## src/rtl/pll_reset_sequencer_pkg.sv

```systemverilog
// Shared clocking package: sequencer state encoding, default count
// parameters and a small sizing helper for the shared cycle counter.
package pll_reset_sequencer_pkg;

  typedef enum logic [2:0] {
    ST_PLL_RST   = 3'd0,
    ST_WAIT_LOCK = 3'd1,
    ST_STABLE    = 3'd2,
    ST_RUN       = 3'd3,
    ST_FAIL      = 3'd4
  } seq_state_e;

  localparam int unsigned DEF_PLL_RST_CYCLES = 16;
  localparam int unsigned DEF_LOCK_TIMEOUT   = 4096;
  localparam int unsigned DEF_LOCK_STABLE    = 256;
  localparam int unsigned DEF_MAX_RETRIES    = 7;

  // Largest of the three count parameters; sets the shared counter width.
  function automatic int unsigned max3(input int unsigned a,
                                       input int unsigned b,
                                       input int unsigned c);
    int unsigned m;
    m = a;
    if (b > m) m = b;
    if (c > m) m = c;
    return m;
  endfunction

endpackage

```

## src/rtl/pll_reset_sequencer_sync2.sv

```systemverilog
// Two-flop synchronizer for a single asynchronous level (e.g. PLL lock).
// Both stages clear on reset so the synchronized level starts low.
module sync2 (
  input  logic clk,
  input  logic rst,
  input  logic d,
  output logic q
);

  logic meta_q, meta_d;
  logic sync_q, sync_d;

  // Next values simply shift the input down the two-stage chain.
  always_comb begin
    meta_d = d;
    sync_d = meta_q;
  end

  // Synchronizer stages, cleared asynchronously.
  always_ff @(posedge clk or posedge rst) begin
    if (rst) begin
      meta_q <= 1'b0;
      sync_q <= 1'b0;
    end else begin
      meta_q <= meta_d;
      sync_q <= sync_d;
    end
  end

  assign q = sync_q;

endmodule

```

## src/rtl/pll_reset_sequencer.sv

```systemverilog
// PLL reset sequencer: holds the PLL in reset, waits for synchronized lock,
// requires a stable lock window, then releases the system reset. Retries
// on lock timeout, gives up after MAX_RETRIES, and re-runs on lock loss.
module pll_reset_sequencer
  import pll_reset_sequencer_pkg::*;
#(
  parameter int unsigned PLL_RST_CYCLES = DEF_PLL_RST_CYCLES,
  parameter int unsigned LOCK_TIMEOUT   = DEF_LOCK_TIMEOUT,
  parameter int unsigned LOCK_STABLE    = DEF_LOCK_STABLE,
  parameter int unsigned MAX_RETRIES    = DEF_MAX_RETRIES
) (
  input  logic       refclk,
  input  logic       rst,
  input  logic       pll_lock,
  input  logic       restart,
  output logic       pll_resetb,
  output logic       sys_rst,
  output logic       ready,
  output logic       fail,
  output logic [2:0] retry_count,
  output logic [3:0] loss_count
);

  localparam int unsigned CNT_MAX = max3(PLL_RST_CYCLES, LOCK_TIMEOUT, LOCK_STABLE);
  localparam int unsigned CNT_W   = (CNT_MAX > 1) ? $clog2(CNT_MAX) : 1;

  logic             lock_s;
  seq_state_e       state_q, state_d;
  logic [CNT_W-1:0] cnt_q, cnt_d;
  logic [2:0]       retry_q, retry_d;
  logic [3:0]       loss_q, loss_d;
  logic             pll_resetb_q, pll_resetb_d;
  logic             sys_rst_q, sys_rst_d;
  logic             ready_q, ready_d;
  logic             fail_q, fail_d;

  sync2 u_lock_sync (
    .clk (refclk),
    .rst (rst),
    .d   (pll_lock),
    .q   (lock_s)
  );

  // Next state, counter and status counters; outputs are decoded from the
  // next state so they register on the same edge the state is entered.
  always_comb begin
    state_d = state_q;
    cnt_d   = cnt_q + CNT_W'(1);
    retry_d = retry_q;
    loss_d  = loss_q;

    unique case (state_q)
      ST_PLL_RST: begin
        if (cnt_q == CNT_W'(PLL_RST_CYCLES - 1)) begin
          state_d = ST_WAIT_LOCK;
          cnt_d   = '0;
        end
      end
      ST_WAIT_LOCK: begin
        if (lock_s) begin
          state_d = ST_STABLE;
          cnt_d   = '0;
        end else if (cnt_q == CNT_W'(LOCK_TIMEOUT - 1)) begin
          retry_d = retry_q + 3'd1;
          state_d = (retry_d == 3'(MAX_RETRIES)) ? ST_FAIL : ST_PLL_RST;
          cnt_d   = '0;
        end
      end
      ST_STABLE: begin
        if (!lock_s) begin
          state_d = ST_WAIT_LOCK;
          cnt_d   = '0;
        end else if (cnt_q == CNT_W'(LOCK_STABLE - 1)) begin
          state_d = ST_RUN;
          cnt_d   = '0;
        end
      end
      ST_RUN: begin
        cnt_d = '0;
        if (!lock_s) begin
          state_d = ST_PLL_RST;
          retry_d = '0;
          if (loss_q != 4'hF) loss_d = loss_q + 4'd1;
        end
      end
      ST_FAIL: begin
        cnt_d = '0;
      end
      default: begin
        state_d = ST_PLL_RST;
        cnt_d   = '0;
      end
    endcase

    if (restart) begin
      state_d = ST_PLL_RST;
      cnt_d   = '0;
      retry_d = '0;
    end

    pll_resetb_d = !((state_d == ST_PLL_RST) || (state_d == ST_FAIL));
    sys_rst_d    = (state_d != ST_RUN);
    ready_d      = (state_d == ST_RUN);
    fail_d       = (state_d == ST_FAIL);
  end

  // State, counters and registered outputs, all forced on async reset.
  always_ff @(posedge refclk or posedge rst) begin
    if (rst) begin
      state_q      <= ST_PLL_RST;
      cnt_q        <= '0;
      retry_q      <= '0;
      loss_q       <= '0;
      pll_resetb_q <= 1'b0;
      sys_rst_q    <= 1'b1;
      ready_q      <= 1'b0;
      fail_q       <= 1'b0;
    end else begin
      state_q      <= state_d;
      cnt_q        <= cnt_d;
      retry_q      <= retry_d;
      loss_q       <= loss_d;
      pll_resetb_q <= pll_resetb_d;
      sys_rst_q    <= sys_rst_d;
      ready_q      <= ready_d;
      fail_q       <= fail_d;
    end
  end

  assign pll_resetb  = pll_resetb_q;
  assign sys_rst     = sys_rst_q;
  assign ready       = ready_q;
  assign fail        = fail_q;
  assign retry_count = retry_q;
  assign loss_count  = loss_q;

endmodule
```

## config.mk

```make
export PLATFORM = sky130hd
export DESIGN_NAME = pll_reset_sequencer
export DESIGN_NICKNAME = d
export VERILOG_FILES = /design/src/rtl/pll_reset_sequencer_pkg.sv /design/src/rtl/pll_reset_sequencer_sync2.sv /design/src/rtl/pll_reset_sequencer.sv
export SDC_FILE = /design/constraint.sdc
export NUM_CORES = 1
export LEC_CHECK = 0
export ABC_AREA = 1
export CAP_MARGIN = 20
export CORE_ASPECT_RATIO = 0.9
export CORE_MARGIN = 10
export CORE_UTILIZATION = 37
export CTS_CLUSTER_DIAMETER = 80
export CTS_CLUSTER_SIZE = 10
export DETAILED_ROUTE_END_ITERATION = 12
export SLEW_MARGIN = 20
export SYNTH_ARGS = -nofsm -noshare
export SYNTH_HDL_FRONTEND = slang
export SYNTH_SLANG_ARGS = --single-unit
export TNS_END_PERCENT = 50
```

## constraint.sdc

```tcl
create_clock -name refclk -period 2.3 [get_ports refclk]
set_input_delay 0.23 -clock refclk [delete_from_list [all_inputs] [get_ports refclk]]
set_output_delay 0.23 -clock refclk [all_outputs]
set_load 0.1 [all_outputs]
```

# == Word-level counts from Yosys, hierarchy flattened ==
# Cells that the tools add are included.
# word_totals
reg_bits,28
# op_classes
addsub,3
n_reduce_logical,7
bitwise,1
n_eq_ne,15
muxes,21
# op_table
op,n
two-way mux 12 bit,6
two-way mux 3 bit,12
one-hot mux 12 bit (3 select lines),1
one-hot mux 3 bit (5 select lines),1
adder 12 x 1 -> 12 bit (second input constant),1
equality test 12 bit (second input constant),1
equality test 12 x 4 -> 1 bit (second input constant),1
equality test 12 x 8 -> 1 bit (second input constant),1
equality test 3 x 2 -> 1 bit (second input constant),3
equality test 3 bit (second input constant),3
inequality test 3 bit (second input constant),3
zero test 3 bit,2
one-hot mux 3 bit (2 select lines),1
adder 4 x 1 -> 4 bit (second input constant),1
inequality test 4 bit (second input constant),1
AND reduction 4 bit,1
adder 3 x 1 -> 3 bit (second input constant),1
equality test 3 x 1 -> 1 bit (second input constant),1
inequality test 3 x 2 -> 1 bit (second input constant),1
AND reduction 3 bit,1
nonzero test 3 bit,1
zero test 1 bit,1
logical OR 1 bit,1
NOT 1 bit,1

# == Logic depth before layout (Yosys ltp) ==
# Gate-level depths: netlist of run 1.
# depth
ltp_word,10
ltp_mapped,10

# == Cells and area by module ==
# A second synthesis of run 1 with hierarchy kept.
# unflattened
hier_cells,170
area_unflattened_um2,1492.7
# by_module_without_submodules
module,cells_per_inst,seq_area_each_um2,area_each_um2,n_inst
pll_reset_sequencer,167,651.9,1438.9,1
sync2,3,50.0,53.8,1

# == Worst setup path after synthesis of run 1 ==
# OpenSTA, ideal clock, no wires.
# synth_timing
path_type,flip-flop to flip-flop
start,register loss_q[0] (netlist: loss_count[0])
end,register loss_q[1] (netlist: loss_count[1])
period_less_slack_ps,1967
setup_slack_ps,333
path_buffers,0
path_stages_with_launch,5
required_time_ps,2174
arrival_ps,1841
path_cell_list,dfrtp_1 -> ha_1 -> nand3_1 -> nand3_1 -> mux2_2
# synth_via
elab_chain_len,2
elab_cells_between_ends,3
cone_classes,1 x add/sub; 1 x eq/ne; 1 x reduce/logical
# synth_rtl
element,line,source
from (decl),pll_reset_sequencer.sv:31,"logic [3:0] loss_q, loss_d;"
from (signal assigned),pll_reset_sequencer.sv:122,loss_q <= loss_d;
branches (longest 2 deep; another with adder 4 x 1 -> 4 bit),--,
# Parallel ways; which one is timed is not known.
# A chain may end at the register's enable or synchronous reset.

# == Final worst setup path of run 1 ==
# layout_timing
start,register cnt_q[0]
end,register cnt_q[7]
# layout_via
elab_chain_len,5
elab_cells_between_ends,11
cone_classes,1 x add/sub; 3 x eq/ne; 7 x mux
# layout_rtl
element,line,source
from (decl),pll_reset_sequencer.sv:29,"logic [CNT_W-1:0] cnt_q, cnt_d;"
from (signal assigned),pll_reset_sequencer.sv:120,cnt_q <= cnt_d;
"adder 12 x 1 -> 12 bit, or another cell as far along",pll_reset_sequencer.sv:48,cnt_d = cnt_q + CNT_W'(1);
two-way mux 12 bit (on tied branches),"pll_reset_sequencer.sv:73, pll_reset_sequencer.sv:63",
two-way mux 12 bit (on tied branches),"pll_reset_sequencer.sv:70, pll_reset_sequencer.sv:60",
one-hot mux 12 bit (3 select lines) *,pll_reset_sequencer.sv:52,unique case (state_q)
two-way mux 12 bit *,pll_reset_sequencer.sv:95,if (restart) begin
net cnt_d[7],pll_reset_sequencer.sv:29,
# The timed path passes the listed nets; every way through them passes the cells marked *.

==> impl_metrics.csv, run 1 <==
group,metric,value,unit
outcome,outcome,"complete, no violations",
floorplanning,ios,15,
power_and_ir_drop,p_per_area,485,nW/um^2
global_route,grt_first_pass_wirelength,4970,um
detailed_routing,drt_iter0_markers,89,
floorplanning,die_x,85.9,um
worst_setup_path,r2r-start,"cnt_q[0]$_DFF_PP0_",
clocking,insertion_delay,0.27,ns
final_layout,fin_nets,192,
timing,period_needed,1.56,ns
clocking,cts-root-buf,"clkbuf_8",
logic_synthesis,yosysUniqueCellTypes,26,
placement,gp_congestion,0.881,
worst_setup_path,start_kind,"register",
logic_synthesis,ys.flop_type,"dfrtp_1",
clocking,post_cts_resized,0,
floorplanning,initial_core_util,0.385,
logic_synthesis,syn_nets,173,
global_route,grt_overflow,0,
power_and_ir_drop,p_leak,0.000853,uW
final_layout,drive_gt1_frac,0.164,
worst_setup_path,path_max_fanout,7,
logic_synthesis,avgSynthCellArea,8.77,um^2
clocking,ctsHtreeMaxLevel,1,
final_layout,final_area,1660,um^2
power_and_ir_drop,finalPower,806,uW
timing,finalHoldViolCount,0,
placement,port_buffers,14,
floorplanning,row_count,21,
timing,hold-worst-slack,0.302,ns
placement,placed_cell_area,1620,um^2
worst_setup_path,crit_path_cell_trace,"ha_1, nand3_2, nor2_1, nand2_2, nand2_2, nand3_2, nand2_4, nor2_1",
hold_path,hold_class,"in2async",
detailed_routing,avgRoutedWirePerCell,12.1,um
timing,slew_viol_final,0,
clocking,cts_buffers,3,
final_layout,antenna-diode-count,0,
worst_setup_path,critPathRequiredTime,2.46,ns
clocking,post_cts_buffers,0,
global_route,antenna_found_initial,0,
worst_setup_path,slowest_stage,"dfrtp_1",
worst_setup_path,slowest_delay,0.38,ns
worst_setup_path,crit_type,"reg2reg",
worst_setup_path,end_kind,"register",
global_route,grt_max_degree,29,
timing,finClkSkew,0.00287,ns
timing,fmax,0.642,GHz
clocking,path_clk_slew,0.09,ns
worst_setup_path,worstSetupStartpoint,"cnt_q[0]$_DFF_PP0_",
logic_synthesis,async_reset_ff_frac,1.00,
timing,finalSetupTns,0,ns
clocking,hold_buffers,0,
detailed_routing,drtAntennaViolNets,0,
placement,dp_hpwl,2220,um
logic_synthesis,ys_seq_area_frac,0.485,
final_layout,syn_to_final_growth,14.9,%
clocking,clock_path_buffers,2,
power_and_ir_drop,vdd_drop_max,0.291,mV
worst_setup_path,worst-endpoint-arrival,1.72,ns
logic_synthesis,syn-cell-area,1450,um^2
timing,tightest_slew,0.350,ns
floorplanning,dieArea,6820,um^2
global_route,first_global_vias,1089,
detailed_routing,drtPass1Iterations,4,
logic_synthesis,syn_inst,165,
final_layout,final_cell_mix,"nor2_1, dfrtp_1, nand2_1",
logic_synthesis,synth-edff-count,0,
floorplanning,die_y,79.3,um
final_layout,fin_util,0.443,
timing,finalSetupViolCount,0,
floorplanning,core-area,3760,um^2
detailed_routing,wl,2760,um
detailed_routing,drc,0,
clocking,cts_tree,"done",
logic_synthesis,yosys_warnings,0,
global_route,grt.total_usage,0.0877,
timing,period_share,0.677,
job,maxCapViolCount,0,
timing,grt_setup_unrepaired,"no",
detailed_routing,vias,1080,
clocking,cts.sinks,28,
timing,relSlewSlack,0.767,
detailed_routing,viasPerCell,4.72,
logic_synthesis,synth_seq_cells,28,
==> registers in the layout, summed over array words and instances (netlist names), 3 cells and up <==
name         flops
loss_count       4
cnt_q           12
retry_count      3
state_q          3
==> logic make-up after synthesis <==
logic type,Yosys count,share of synthesized area
simple gates,89,0.296
flops,28,0.485
buf+inv,23,0.0622
xor+xnor,12,0.0726
compound gates,8,0.0415
fa+ha+maj,4,0.0346
mux,1,0.00778
==> metrics by stage <==
stage / cells / worst slack, ns
6_report: 229 / 0.743
5_1_grt: 229 / 0.559
4_1_cts: 229 / 0.727
3_5_place_dp: 225 / 0.735
3_3_place_gp: 225 / 0.759
2_1_floorplan: 165 / 0.333
==> worst paths after layout <==
path	endpoint	slack [ns]	depth (start not counted)
max	cnt_q[7]$_DFF_PP0_	0.74	8
min	u_lock_sync.meta_q$_DFF_PP0_	0.30	3
max reg2reg	cnt_q[7]$_DFF_PP0_	0.74	8
min reg2reg	u_lock_sync.q$_DFF_PP0_	0.36	0
max in group asynchronous	sys_rst$_DFF_PP1_	1.69	3
min in group refclk	u_lock_sync.q$_DFF_PP0_	0.36	0
==> worst max-delay path, delay by kind of cell (launching register included) <==
family        cells  cell delay, ns
simple gates      7            0.86
flops             1            0.38
fa+ha+maj         1            0.20
==> cell type report <==
class                      instances  area (um^2)
clock buffer                       4         45.0
fill                             369         2090
inverter                          22         82.6
multi-input combinational        114          656
sequential                        28          702
tap                               46         57.6
timing repair buffer              15          120
==> synth_stat cells, types with 2 or more instances <==
cell type  count  area share
a21oi_1        2      0.0069
dfrtp_1       27        0.47
ha_1           4       0.035
inv_1         21       0.054
nand2_1       26       0.067
nand2_2        3       0.013
nand3_1       21       0.073
nand3_2        3       0.021
nand4_1        3       0.013
nor2_1        27       0.070
nor2_4         2       0.016
o32ai_1        2       0.012
xnor2_1        5       0.030
xor2_1         7       0.042
==> metal layers <==
layer	share of wire	global-route usage	up-vias
met1	0.52	0.117	499
met5	0	0	-
met4	0.0083	0.0263	0
met2	0.44	0.132	18
met3	0.032	0.0286	4
li1	-	-	559
==> where the power goes <==
part	total [uW]	switching (uW)	internal, uW
sequential	504	5.69	498
combinational	36.7	23.5	13.3
clock	266	142	124
total	806	171	636
No activity file was read; power rests on OpenSTA's default activity.
==> run 2, diff against run 1 <==
==> constraint.sdc (replaced) <==
create_clock -name refclk -period 1.5 [get_ports refclk]
set_input_delay 0.15 -clock refclk [delete_from_list [all_inputs] [get_ports refclk]]
set_output_delay 0.15 -clock refclk [all_outputs]
set_load 0.1 [all_outputs]
==> run 2 against run 1 <==
Critical path depth unchanged. Via count rose by 9.7%. First-iteration DRC count grew 38%. Non-clock buffer count up 8. Cell area up 20%. Clock skew rose by 0.0025 ns. Core utilization rose by 9.0 points. Combinational power up 98%. Setup slack worse by 0.68 ns. Critical endpoint is now retry_count[1]$_DFFE_PP0P_.
==> impl_metrics.csv, run 2 (synthesis results as in run 1) <==
group,metric,value,unit
outcome,outcome,"complete, no violations",
worst_setup_path,worst-endpoint-arrival,1.61,ns
final_layout,final_cell_mix,"nand2_1, inv_1, nor2_1, dfrtp_1, nand3_1",
timing,finClkSkew,0.00538,ns
final_layout,fin_nets,200,
detailed_routing,viasPerCell,5.00,
global_route,grt_overflow,0,
clocking,insertion_delay,0.28,ns
final_layout,largest_register_ffs,12,
timing,finalSetupViolCount,0,
timing,finalSetupTns,0,ns
global_route,grt.total_usage,0.0981,
final_layout,drive_gt1_frac,0.346,
clocking,cts_tree,"done",
power_and_ir_drop,vdd_drop_max,0.663,mV
timing,finalHoldViolCount,0,
floorplanning,dieArea,6820,um^2
detailed_routing,drtAntennaViolNets,0,
timing,tightest_slew,0.412,ns
timing,finalWorstSetupSlack,0.0664,ns
final_layout,fin_util,0.532,
timing,period_share,0.956,
placement,pre_cts_ws,-0.0499,ns
clocking,path_clk_slew,0.09,ns
floorplanning,die_x,85.9,um
global_route,antenna_found_initial,0,
detailed_routing,vias,1185,
clocking,cts-root-buf,"clkbuf_8",
clocking,cts.sinks,28,
power_and_ir_drop,p_leak,0.000917,uW
worst_setup_path,reg2reg_depth,8,
global_route,grt_max_degree,29,
power_and_ir_drop,finalPower,1320,uW
detailed_routing,wl,3390,um
timing,period_needed,1.43,ns
detailed_routing,drt_iter0_markers,123,
power_and_ir_drop,p_per_area,661,nW/um^2
clocking,clock_path_buffers,2,
clocking,ctsHtreeMaxLevel,1,
timing,fmax,0.698,GHz
final_layout,layout_commonest_cell,"nand2_1",
detailed_routing,drc,0,
global_route,grt_first_pass_wirelength,5350,um
floorplanning,initial_core_util,0.385,
floorplanning,die_y,79.3,um
detailed_routing,drtPass1Iterations,4,
placement,dp_hpwl,2350,um
worst_setup_path,r2r-start,"cnt_q[1]$_DFF_PP0_",
hold_path,hold_class,"in2async",
worst_setup_path,crit_type,"reg2reg",
floorplanning,row_count,21,
worst_setup_path,worstReg2RegEnd,"retry_count[1]$_DFFE_PP0P_",
worst_setup_path,end_kind,"register",
detailed_routing,avgRoutedWirePerCell,14.3,um
worst_setup_path,critPathRequiredTime,1.68,ns
worst_setup_path,path_max_fanout,4,
worst_setup_path,start_kind,"register",
clocking,cts_buffers,3,
placement,gp_congestion,0.767,
timing,grt_setup_unrepaired,"yes",
final_layout,antenna-diode-count,0,
job,maxCapViolCount,0,
worst_setup_path,r2r_slack,0.07,ns
timing,relSlewSlack,0.725,
placement,port_buffers,14,
floorplanning,ios,15,
global_route,first_global_vias,1117,
final_layout,regMostFlops,"cnt_q",
timing,slew_viol_final,0,
final_layout,syn_to_final_growth,38.1,%
floorplanning,core-area,3760,um^2
clocking,hold_buffers,0,
-- run 2: metrics by stage --
stage	hold WS, ns	std cells	area, um^2
3_3_place_gp	0.334	229	1800
2_1_floorplan	0.181	165	1470
3_5_place_dp	0.336	229	1800
5_1_grt	0.263	237	2000
6_report	0.232	237	2000
4_1_cts	0.238	233	1880
-- run 2: how the worst max path moves through the flow --
stage | start | to | depth (start not counted)
floorplan | loss_count[0]$_DFFE_PP0P_ | loss_count[1]$_DFFE_PP0P_ | 4
global placement | cnt_q[0]$_DFF_PP0_ | cnt_q[11]$_DFF_PP0_ | 8
detailed placement | cnt_q[0]$_DFF_PP0_ | cnt_q[9]$_DFF_PP0_ | 8
CTS | cnt_q[0]$_DFF_PP0_ | cnt_q[9]$_DFF_PP0_ | 8
global route | cnt_q[6]$_DFF_PP0_ | state_q[2]$_DFF_PP0_ | 7
finish | cnt_q[1]$_DFF_PP0_ | retry_count[1]$_DFFE_PP0P_ | 8
-- run 2: repair_timing --
item	4_1_cts	5_1_grt
resized for setup	5	23
gates cloned	0	0
pin swaps	1	7
setup buffers	0	4
endpoints found under the setup margin	14	17
-- run 2: worst max-delay path, cell delays in order, from the launching register on --
cell     delay, ns
dfrtp_1       0.40
ha_4          0.17
nand3_4       0.13
nor2_4        0.16
nand3_4       0.11
nand2_2       0.11
nand2_2       0.08
nand3_1       0.11
o21ai_2       0.06
-- run 2: final cells by class --
type	instances	area, um^2
flip-flops and latches	28	716
multi-input cells	114	768
repair buffers	23	318
inverters	22	85.1
fillers	336	1760
well taps	46	57.6
clock buffers	4	55.1
-- run 2: per-layer routing --
layer  part of all wire  routed length (um)  vias to the layer above  track usage
met4              0.022                  74                        0       0.0592
met1               0.41                1390                      575        0.111
met2               0.53                1790                       30        0.160
met3              0.040                 135                        4       0.0286
met5                  0                   0                        -            0
li1                   -                   -                      576            -
-- run 2: report_power, final --
group	switching, uW	internal (uW)	total [uW]
Combinational	42.3	30.1	72.5
Clock	236	236	472
Sequential	13.6	764	777
